$ cat src/rtl/debounce_pkg.sv
// debounce_pkg: shared types, parameter floors and constant-width helpers
// for the button conditioner bank (debounce_channel / debounce_sync_bank).
package debounce_pkg;

  typedef enum logic [1:0] {
    REP_IDLE   = 2'd0,
    REP_DELAY  = 2'd1,
    REP_REPEAT = 2'd2
  } rep_state_t;

  // Smallest legal values; out-of-range parameters are clamped up to these.
  localparam int MIN_SYNC_STAGES   = 2;
  localparam int MIN_STABLE_CYCLES = 2;
  localparam int MIN_REPEAT_CYCLES = 1;

  function automatic int clog2(input int v);
    int r;
    r = 0;
    while ((1 << r) < v) r++;
    return r;
  endfunction

  function automatic int imax(input int a, input int b);
    return (a > b) ? a : b;
  endfunction

endpackage

$ cat src/rtl/debounce_channel.sv
// debounce_channel: one button input.
//   raw in -> SYNC_STAGES flop synchroniser -> stability counter -> out,
//   one-cycle rise/fall pulses, optional hold-to-repeat pulse stream.
// Ports:
//   clk, rst   clock, synchronous active-high reset
//   in         raw asynchronous button level
//   out        debounced level
//   rise/fall  one-cycle pulses on out 0->1 / 1->0
//   rep        auto-repeat pulse while out is held (0 when REPEAT_EN=0)
//   out_next   combinational next value of out (feeds the bank's any_active)
module debounce_channel
  import debounce_pkg::*;
#(
  parameter int SYNC_STAGES   = 2,
  parameter int STABLE_CYCLES = 16,
  parameter int REPEAT_EN     = 1,
  parameter int REPEAT_DELAY  = 1000,
  parameter int REPEAT_PERIOD = 250
) (
  input  logic clk,
  input  logic rst,
  input  logic in,
  output logic out,
  output logic rise,
  output logic fall,
  output logic rep,
  output logic out_next
);

  localparam int SN = imax(SYNC_STAGES, MIN_SYNC_STAGES);
  localparam int SC = imax(STABLE_CYCLES, MIN_STABLE_CYCLES);
  localparam int CW = clog2(SC);
  localparam logic [CW-1:0] CNT_MAX = CW'(SC - 1);

  logic [SN-1:0] sync_q;
  logic          sync;
  logic [CW-1:0] cnt;

  assign sync = sync_q[SN-1];

  // out only flips once the disagreement has lasted SC consecutive edges.
  always_comb begin
    out_next = out;
    if (sync != out && cnt == CNT_MAX) out_next = sync;
  end

  always_ff @(posedge clk) begin
    if (rst) begin
      sync_q <= '0;
      cnt    <= '0;
      out    <= 1'b0;
      rise   <= 1'b0;
      fall   <= 1'b0;
    end else begin
      sync_q <= {sync_q[SN-2:0], in};
      out    <= out_next;
      rise   <= out_next & ~out;
      fall   <= ~out_next & out;
      // Any edge where sync agrees with out (glitch back) restarts the count.
      if (sync == out || cnt == CNT_MAX) cnt <= '0;
      else                               cnt <= cnt + 1'b1;
    end
  end

  if (REPEAT_EN != 0) begin : g_rep
    localparam int RD = imax(REPEAT_DELAY, MIN_REPEAT_CYCLES);
    localparam int RP = imax(REPEAT_PERIOD, MIN_REPEAT_CYCLES);
    localparam int RW = clog2(imax(RD, RP) + 1);
    localparam logic [RW-1:0] DLY_MAX = RW'(RD - 1);
    localparam logic [RW-1:0] PER_MAX = RW'(RP - 1);

    rep_state_t    st;
    logic [RW-1:0] rcnt;
    logic          rep_q;

    always_ff @(posedge clk) begin
      if (rst) begin
        st    <= REP_IDLE;
        rcnt  <= '0;
        rep_q <= 1'b0;
      end else begin
        rep_q <= 1'b0;
        case (st)
          REP_IDLE: begin
            rcnt <= '0;
            if (out_next & ~out) st <= REP_DELAY;
          end
          REP_DELAY, REP_REPEAT: begin
            // Release wins over a pulse due on the same edge.
            if (!out_next) begin
              st   <= REP_IDLE;
              rcnt <= '0;
            end else if (rcnt == ((st == REP_DELAY) ? DLY_MAX : PER_MAX)) begin
              st    <= REP_REPEAT;
              rcnt  <= '0;
              rep_q <= 1'b1;
            end else begin
              rcnt <= rcnt + 1'b1;
            end
          end
          default: begin
            st   <= REP_IDLE;
            rcnt <= '0;
          end
        endcase
      end
    end

    assign rep = rep_q;
  end else begin : g_norep
    assign rep = 1'b0;
  end

endmodule

$ cat src/rtl/debounce_sync_bank.sv
// debounce_sync_bank: CHANNELS independent button conditioners plus a
// registered "any button down" flag.
// Ports:
//   clk, rst    clock, synchronous active-high reset
//   in          raw asynchronous button inputs
//   out         debounced levels
//   rise/fall   one-cycle edge pulses per channel
//   rep         one-cycle auto-repeat pulses per channel
//   any_active  registered OR of out (changes on the same edge as out)
module debounce_sync_bank
  import debounce_pkg::*;
#(
  parameter int CHANNELS      = 5,
  parameter int SYNC_STAGES   = 2,
  parameter int STABLE_CYCLES = 16,
  parameter int REPEAT_EN     = 1,
  parameter int REPEAT_DELAY  = 1000,
  parameter int REPEAT_PERIOD = 250
) (
  input  logic                clk,
  input  logic                rst,
  input  logic [CHANNELS-1:0] in,
  output logic [CHANNELS-1:0] out,
  output logic [CHANNELS-1:0] rise,
  output logic [CHANNELS-1:0] fall,
  output logic [CHANNELS-1:0] rep,
  output logic                any_active
);

  logic [CHANNELS-1:0] out_next;

  for (genvar i = 0; i < CHANNELS; i++) begin : g_ch
    debounce_channel #(
      .SYNC_STAGES  (SYNC_STAGES),
      .STABLE_CYCLES(STABLE_CYCLES),
      .REPEAT_EN    (REPEAT_EN),
      .REPEAT_DELAY (REPEAT_DELAY),
      .REPEAT_PERIOD(REPEAT_PERIOD)
    ) u_ch (
      .clk     (clk),
      .rst     (rst),
      .in      (in[i]),
      .out     (out[i]),
      .rise    (rise[i]),
      .fall    (fall[i]),
      .rep     (rep[i]),
      .out_next(out_next[i])
    );
  end

  // Built from next-state out so it lands on the same edge as out.
  always_ff @(posedge clk) begin
    if (rst) any_active <= 1'b0;
    else     any_active <= |out_next;
  end

endmodule

$ cat config.mk
export PLATFORM = sky130hd
export DESIGN_NAME = debounce_sync_bank
export DESIGN_NICKNAME = d
export VERILOG_FILES = /design/src/rtl/debounce_pkg.sv /design/src/rtl/debounce_channel.sv /design/src/rtl/debounce_sync_bank.sv
export SDC_FILE = /design/constraint.sdc
export NUM_CORES = 1
export LEC_CHECK = 0
export ABC_AREA = 1
export CAP_MARGIN = 20
export CORE_MARGIN = 10
export CORE_UTILIZATION = 54
export DETAILED_ROUTE_END_ITERATION = 7
export GPL_ROUTABILITY_DRIVEN = 1
export HOLD_SLACK_MARGIN = 0.03
export PLACE_DENSITY_LB_ADDON = 0.2
export REMOVE_ABC_BUFFERS = 1
export SLEW_MARGIN = 20
export SYNTH_ARGS = -nofsm -noshare
export SYNTH_HDL_FRONTEND = slang
export SYNTH_SLANG_ARGS = --single-unit
export TNS_END_PERCENT = 30
$ cat constraint.sdc
create_clock -name clk -period 1.3 [get_ports clk]
set_input_delay 0.195 -clock clk [delete_from_list [all_inputs] [get_ports clk]]
set_output_delay 0.195 -clock clk [all_outputs]
set_load 0.01 [all_outputs]
==> results.json, run 1 <==
{
  "fill_cells": 651,
  "initial_core_util_pct": 55.3,
  "routedWlPerCell_um": 13.3,
  "clock-sinks": 111,
  "cp_top_family": "simple AND/OR/NAND/NOR gates",
  "area_growth_pct": 31.9,
  "crit_type": "reg -> reg",
  "wirelength_um": 11100,
  "layout.cells.non_filler": 835,
  "syn_avg_cell_area_um2": 8.08,
  "clock_tree.buffer_depth": 2,
  "hold_buffers": 0,
  "antenna_found_initial": 0,
  "max_freq_ghz": 0.703,
  "path_clk_slew_ns": 0.09,
  "maxCapViolCount": 0,
  "die_x_um": 117,
  "n_antenna_cell": 0,
  "vias": 4202,
  "relSlewSlack_pct": 78.8,
  "reg2regPathDepth": 11,
  "netSwitchingPower_uw": 1540,
  "power.internal_uw": 4720,
  "rsz0062_at_grt": "yes",
  "dp_hpwl_um": 7160,
  "path_cells": "inv_4 > ha_4 > nand2_1 > nor2_1 > nand2_1 > nand2_2 > nand3_4 > nand2_4 > nand3_2 > nand2_1 > nor2_1",
  "startpoint_type": "flop",
  "drv_slew": 0,
  "first_global_vias": 4060,
  "min_path_cells": 3,
  "worst_slew_pin_slew_ns": 0.318,
  "placed_cell_area_mm2": 0.00580,
  "synth_seq_area_share_pct": 43.7,
  "setup_slack_ns": -0.123,
  "pin_count": 28,
  "violations": "setup timing",
  "ant_nets": 0,
  "pre_cts_ws_ns": -0.172,
  "dpl.cell_count": 803,
  "final_area_mm2": 0.00670,
  "setup_viol": 59,
  "yosysWarnings": 0,
  "fin_worst_skew_ns": 0.00695,
  "critPathMaxStageDelay_ns": 0.35,
  "worstPathArrival_ns": 1.69,
  "path_max_fanout": 4,
  "worst_path_max_delay_cell": "dfxtp_2",
  "critPathBufInv": 1,
  "drive_above_1_share_pct": 32.9,
  "drt_pre_antenna_iters": 4,
  "nNetsFinal": 760,
  "seq_power_share_pct": 56.7,
  "combinationalPowerShare_pct": 11.9,
  "switching_share_pct": 24.7,
  "dieArea_mm2": 0.0137,
  "hold_viol": 0,
  "powerDensity_mw_per_mm2": 934,
  "h-tree-depth": 3,
  "p_leak_uw": 0.00265,
  "ys_ff_latch": 111,
  "clock_latency_ns": 0.37,
  "drc": 0,
  "grt_max_degree": 22,
  "grt_pass1_wl_um": 17800,
  "ir_worst_vdd_mv": 0.709,
  "status": "finished with violations",
  "final.min_clock_period_ns": 1.42,
  "worst_hold_slack_ns": 0.353,
  "yosysUniqueCellTypes": 31,
  "period_share_pct": 109,
  "core_area_mm2": 0.00920,
  "drt_iter0_drc": 194,
  "crit_top_cell": "nand2_1",
  "viasPerCell": 5.03,
  "grt_usage_pct": 16.0,
  "grt_overflow_total": 0,
  "clock-root-buffer": "clkbuf_8",
  "numCtsBuffers": 9,
  "die_height_um": 117,
  "netlist_area_mm2": 0.00508,
  "hp-class": "in -> reg",
  "cp.depth": 11,
  "cts_tree": "yes",
  "netlist_instances": 629,
  "critPathRequiredTime_ns": 1.57,
  "rows": 35,
  "gp_congestion": 0.782,
  "portBuffers": 27,
  "endpoint_kind": "flop",
  "clock_power_share_pct": 31.4
}
==> layer usage <==
layer | up-vias | global-route usage (%) | part of all wire (%)
li1 | 2147 | - | -
met1 | 1959 | 18.2 | 43
met2 | 75 | 28.1 | 52
met3 | 21 | 4.13 | 3.6
met4 | 0 | 6.10 | 2.1
met5 | - | 0 | 0
==> placed cells by master, fill, tap and decap left out, drive strengths merged, types with 2 or more instances in the layout <==
cell,instances
a21oi,18
buf,77
clkbuf,11
clkdlybuf4s50,6
dfxtp,111
dlygate4sd2,20
ha,30
inv,88
nand2,81
nand3,64
nand3b,2
nand4,10
nor2,130
nor3,12
nor3b,3
nor4,6
o21ai,11
or2,3
xnor2,10
xor2,27
==> state kept, by name, summed over array words and instances, names as in the netlist <==
signal / flops
g_ch.u_ch.g_rep.rcnt: 50
g_ch.u_ch.rise: 5
g_ch.u_ch.g_rep.st: 10
g_ch.u_ch.cnt: 20
g_ch.u_ch.sync_q: 10
any_active: 1
g_ch.u_ch.out: 5
g_ch.u_ch.rep: 5
g_ch.u_ch.fall: 5
==> cells by family (layout without fill, tap and decap cells) <==
group,after synthesis,after routing,synth area share [%]
buffers and inverters,113,204,9.87
AND/OR/NAND/NOR,307,311,28.9
flip-flops,111,111,43.7
adder cells (fa/ha/maj),30,30,7.38
AO/OA/AOI/OAI,31,31,3.72
XOR/XNOR,37,37,6.37
==> worst reg2reg max path, delay by kind of cell (launching register included) <==
| family | cells | cell delay [ns] |
|---|---|---|
| buffers and inverters | 1 | 0.08 |
| AND/OR/NAND/NOR | 9 | 0.76 |
| flip-flops | 1 | 0.35 |
| adder cells (fa/ha/maj) | 1 | 0.13 |
==> worst paths after layout <==
path | end | start | slack, ns
min reg2reg | g_ch[3].u_ch.sync_q[1]$_SDFF_PP0_ | g_ch[3].u_ch.sync_q[0]$_SDFF_PP0_ | 0.41
max reg2reg | g_ch[3].u_ch.g_rep.st[1]$_SDFFE_PP0P_ | g_ch[3].u_ch.g_rep.st[1]$_SDFFE_PP0P_ | -0.12
max | g_ch[3].u_ch.g_rep.st[1]$_SDFFE_PP0P_ | g_ch[3].u_ch.g_rep.st[1]$_SDFFE_PP0P_ | -0.12
min | g_ch[1].u_ch.sync_q[0]$_SDFF_PP0_ | in[1] | 0.35
==> cell usage after synthesis <==
cell type  instances  area share, %
inv_1             87            6.4
xnor2_1           10            1.7
o31ai_1            1           0.15
nand3_1           48            4.7
nor2_4             5            1.1
a21oi_1           17            1.7
o21ai_0            4           0.39
nor4_1             6           0.74
or2_0              2           0.25
nand3_4            3            1.0
nor2_1           123            9.1
dfxtp_1          111             44
nor3b_2            3           0.74
buf_4             20            3.0
nand4_1           10            1.2
nor3_1             9           0.89
o21ai_2            7            1.2
a31oi_1            1           0.12
buf_2              2           0.20
or2_2              1           0.12
inv_2              1          0.074
nand2_1           78            5.8
nand3_2            9            1.8
nor2_2             2           0.25
nand2_2            3           0.37
xor2_1            27            4.7
a21oi_2            1           0.17
nor3_2             3           0.59
nand3b_1           2           0.30
ha_1              30            7.4
buf_1              3           0.22
==> power by group through the flow <==
| stage | Sequential (uW) | Clock, uW | Combinational [uW] |
|---|---|---|---|
| global placement | 3580 | 0 | 543 |
| finish | 3550 | 1960 | 745 |
| global route | 3560 | 2160 | 844 |
| floorplan | 3580 | 0 | 355 |
| detailed placement | 3590 | 0 | 563 |
| CTS | 3510 | 2010 | 584 |
==> what timing repair did <==
action | 4_1_cts | 5_1_grt
setup endpoints to repair | 88 | 71
cloned | 2 | 2
gates resized for setup | 82 | 93
setup buffers | 11 | 5
pin swaps | 18 | 32
==> cell type report <==
class	instances	area, um2	area share (%)
Clock inverter	2	35.0	0.523
Clock buffer	10	138	2.05
Multi-Input combinational cell	409	2920	43.5
Sequential cell	111	2260	33.7
Tap cell	111	139	2.07
Timing Repair Buffer	104	875	13.0
Inverter	88	338	5.04
==> per-stage QoR <==
step | TNS [ns] | total power, uW | util (%)
floorplan | -0.0845 | 3940 | -
global placement | -2.65 | 4120 | 63.1
global route | -8.08 | 6560 | 72.9
detailed placement | -5.97 | 4150 | 63.1
CTS | -2.10 | 6110 | 68.5
finish | -2.48 | 6260 | 72.9
(Power assumes the default switching activity.)
==> run 2: changes to the inputs <==
PLACE_DENSITY = 0.76   (was unset)
PLACE_DENSITY_LB_ADDON = unset   (was 0.2)
RECOVER_POWER = 25   (was unset)
==> run 2 against run 1 <==
- the flow still finishes with violations (setup timing)
- clock power rose by 3%
- critical path depth down 2
- combinational power grew 28%
- non-clock buffer count stayed put
- core utilization is 0.082 points lower
- via count fell by 0.52%
- clock skew grew 0.0069 ns
- critical endpoint is now g_ch[1].u_ch.g_rep.st[1]$_SDFFE_PP0P_
- largest cell class unchanged
==> results.json, run 2 (same netlist as run 1, synthesis figures left out) <==
{
  "worst_path_max_delay_cell": "dfxtp_2",
  "endpoint_kind": "flop",
  "final.min_clock_period_ns": 1.44,
  "path_cells": "ha_4 > nand3_4 > nand2_4 > o21ai_4 > nor2_4 > nand2_2 > nand3_2 > nand2_1 > nor2_1",
  "setup_slack_ns": -0.144,
  "grt_max_degree": 21,
  "violations": "setup timing",
  "powerDensity_mw_per_mm2": 967,
  "clock-root-buffer": "clkbuf_8",
  "fin_worst_skew_ns": 0.0139,
  "routedWlPerCell_um": 13.7,
  "critPathRequiredTime_ns": 1.61,
  "wirelength_um": 11400,
  "critPathBufInv": 0,
  "area_growth_pct": 31.7,
  "die_height_um": 117,
  "h-tree-depth": 3,
  "grt_usage_pct": 15.7,
  "hold_buffers": 0,
  "grt_overflow_total": 0,
  "tns_ns": -3.44,
  "relSlewSlack_pct": 70.7,
  "viasPerCell": 4.99,
  "path_clk_slew_ns": 0.11,
  "grt_pass1_wl_um": 17400,
  "pre_cts_ws_ns": -0.171,
  "rsz0062_at_grt": "yes",
  "portBuffers": 27,
  "largest_reg_flops": 50,
  "crit_type": "reg -> reg",
  "clock-sinks": 111,
  "drive_above_1_share_pct": 32.8,
  "path_max_fanout": 4,
  "nNetsFinal": 758,
  "drt_pre_antenna_iters": 4,
  "max_freq_ghz": 0.693,
  "worst_hold_slack_ns": 0.331,
  "drt_iter0_drc": 229,
  "pin_count": 28,
  "ir_worst_vdd_mv": 0.909,
  "ant_nets": 0,
  "die_x_um": 117,
  "fill_cells": 642,
  "cts_tree": "yes",
  "first_global_vias": 3972,
  "setup_viol": 63,
  "hold_viol": 0,
  "critPathMaxStageDelay_ns": 0.38,
  "maxCapViolCount": 0,
  "top_regs": "g_ch.u_ch.g_rep.rcnt (50), g_ch.u_ch.cnt (20)",
  "core_area_mm2": 0.00920,
  "clock_latency_ns": 0.38,
  "dp_hpwl_um": 7460,
  "hp-class": "in -> reg",
  "period_share_pct": 111,
  "vias": 4180,
  "worst_slew_pin_slew_ns": 0.439,
  "final_cell_mix": "115 x nor2_1, 84 x dfxtp_1, 77 x inv_1",
  "p_leak_uw": 0.00264,
  "worstPathArrival_ns": 1.76,
  "clock_tree.buffer_depth": 2,
  "startpoint_type": "flop",
  "final_common_cell": "nor2_1",
  "initial_core_util_pct": 55.3,
  "largest-register": "g_ch.u_ch.g_rep.rcnt",
  "n_antenna_cell": 0,
  "drc": 0,
  "cp_top_family": "simple AND/OR/NAND/NOR gates",
  "antenna_found_initial": 0,
  "dieArea_mm2": 0.0137,
  "gp_congestion": 0.838,
  "rows": 35,
  "numCtsBuffers": 9,
  "drv_slew": 0,
  "status": "finished with violations"
}
==> run 2: worst reg2reg max path, delay by kind of cell, from the launching register on <==
kind,cells,cell delay (ns)
adder cells (fa/ha/maj),1,0.16
AO/OA/AOI/OAI,1,0.07
flip-flops,1,0.38
AND/OR/NAND/NOR,7,0.76
==> run 2: routing by layer <==
layer	track usage, %	part of all wire (%)	routed length, um
met4	5.19	1.5	176
met2	28.3	54	6170
met1	17.1	41	4710
met3	4.54	3.3	378
met5	0	0	0
==> run 2: final cells by class <==
class	instances	area, um2	area share, %
Tap cell	111	139	2.07
Inverter	88	340	5.08
Multi-Input combinational cell	407	2910	43.5
Clock buffer	9	124	1.85
Clock inverter	7	63.8	0.953
Timing Repair Buffer	104	851	12.7
Sequential cell	111	2270	33.8
==> run 2: path summary, 6_finish.rpt <==
kind,startpoint,slack (ns),endpoint,depth (start not counted)
worst min register to register,g_ch[2].u_ch.sync_q[0]$_SDFF_PP0_,0.41,g_ch[2].u_ch.sync_q[1]$_SDFF_PP0_,2
worst min-delay path,in[3],0.33,g_ch[3].u_ch.sync_q[0]$_SDFF_PP0_,3
worst max register to register,g_ch[1].u_ch.cnt[0]$_SDFF_PP0_,-0.14,g_ch[1].u_ch.g_rep.st[1]$_SDFFE_PP0P_,9
worst max-delay path,g_ch[1].u_ch.cnt[0]$_SDFF_PP0_,-0.14,g_ch[1].u_ch.g_rep.st[1]$_SDFFE_PP0P_,9
==> run 2: through the flow <==
stage,total power [uW],util [%],std cells,area [um2]
after floorplan,3940,-,604,4910
after global placement,4160,62.9,802,5780
after detailed placement,4200,62.9,802,5780
after CTS,6320,68.0,823,6250
after global routing,6760,72.8,837,6700
final,6470,72.8,837,6700
==> run 2: where the power goes <==
group / internal [uW] / leakage (uW) / total (uW) / switching, uW
clock network: 741 / 0.0000903 / 2010 / 1260
registers: 3460 / 0.000911 / 3510 / 51.7
logic: 473 / 0.00164 / 954 / 481
total: 4680 / 0.00264 / 6470 / 1800
==> run 2: repair_timing <==
| item | 4_1_cts | 5_1_grt |
|---|---|---|
| cloned | 1 | 1 |
| pin swaps | 21 | 39 |
| setup buffers | 4 | 13 |
| endpoints found under the setup margin | 91 | 74 |
| resized for setup | 95 | 86 |
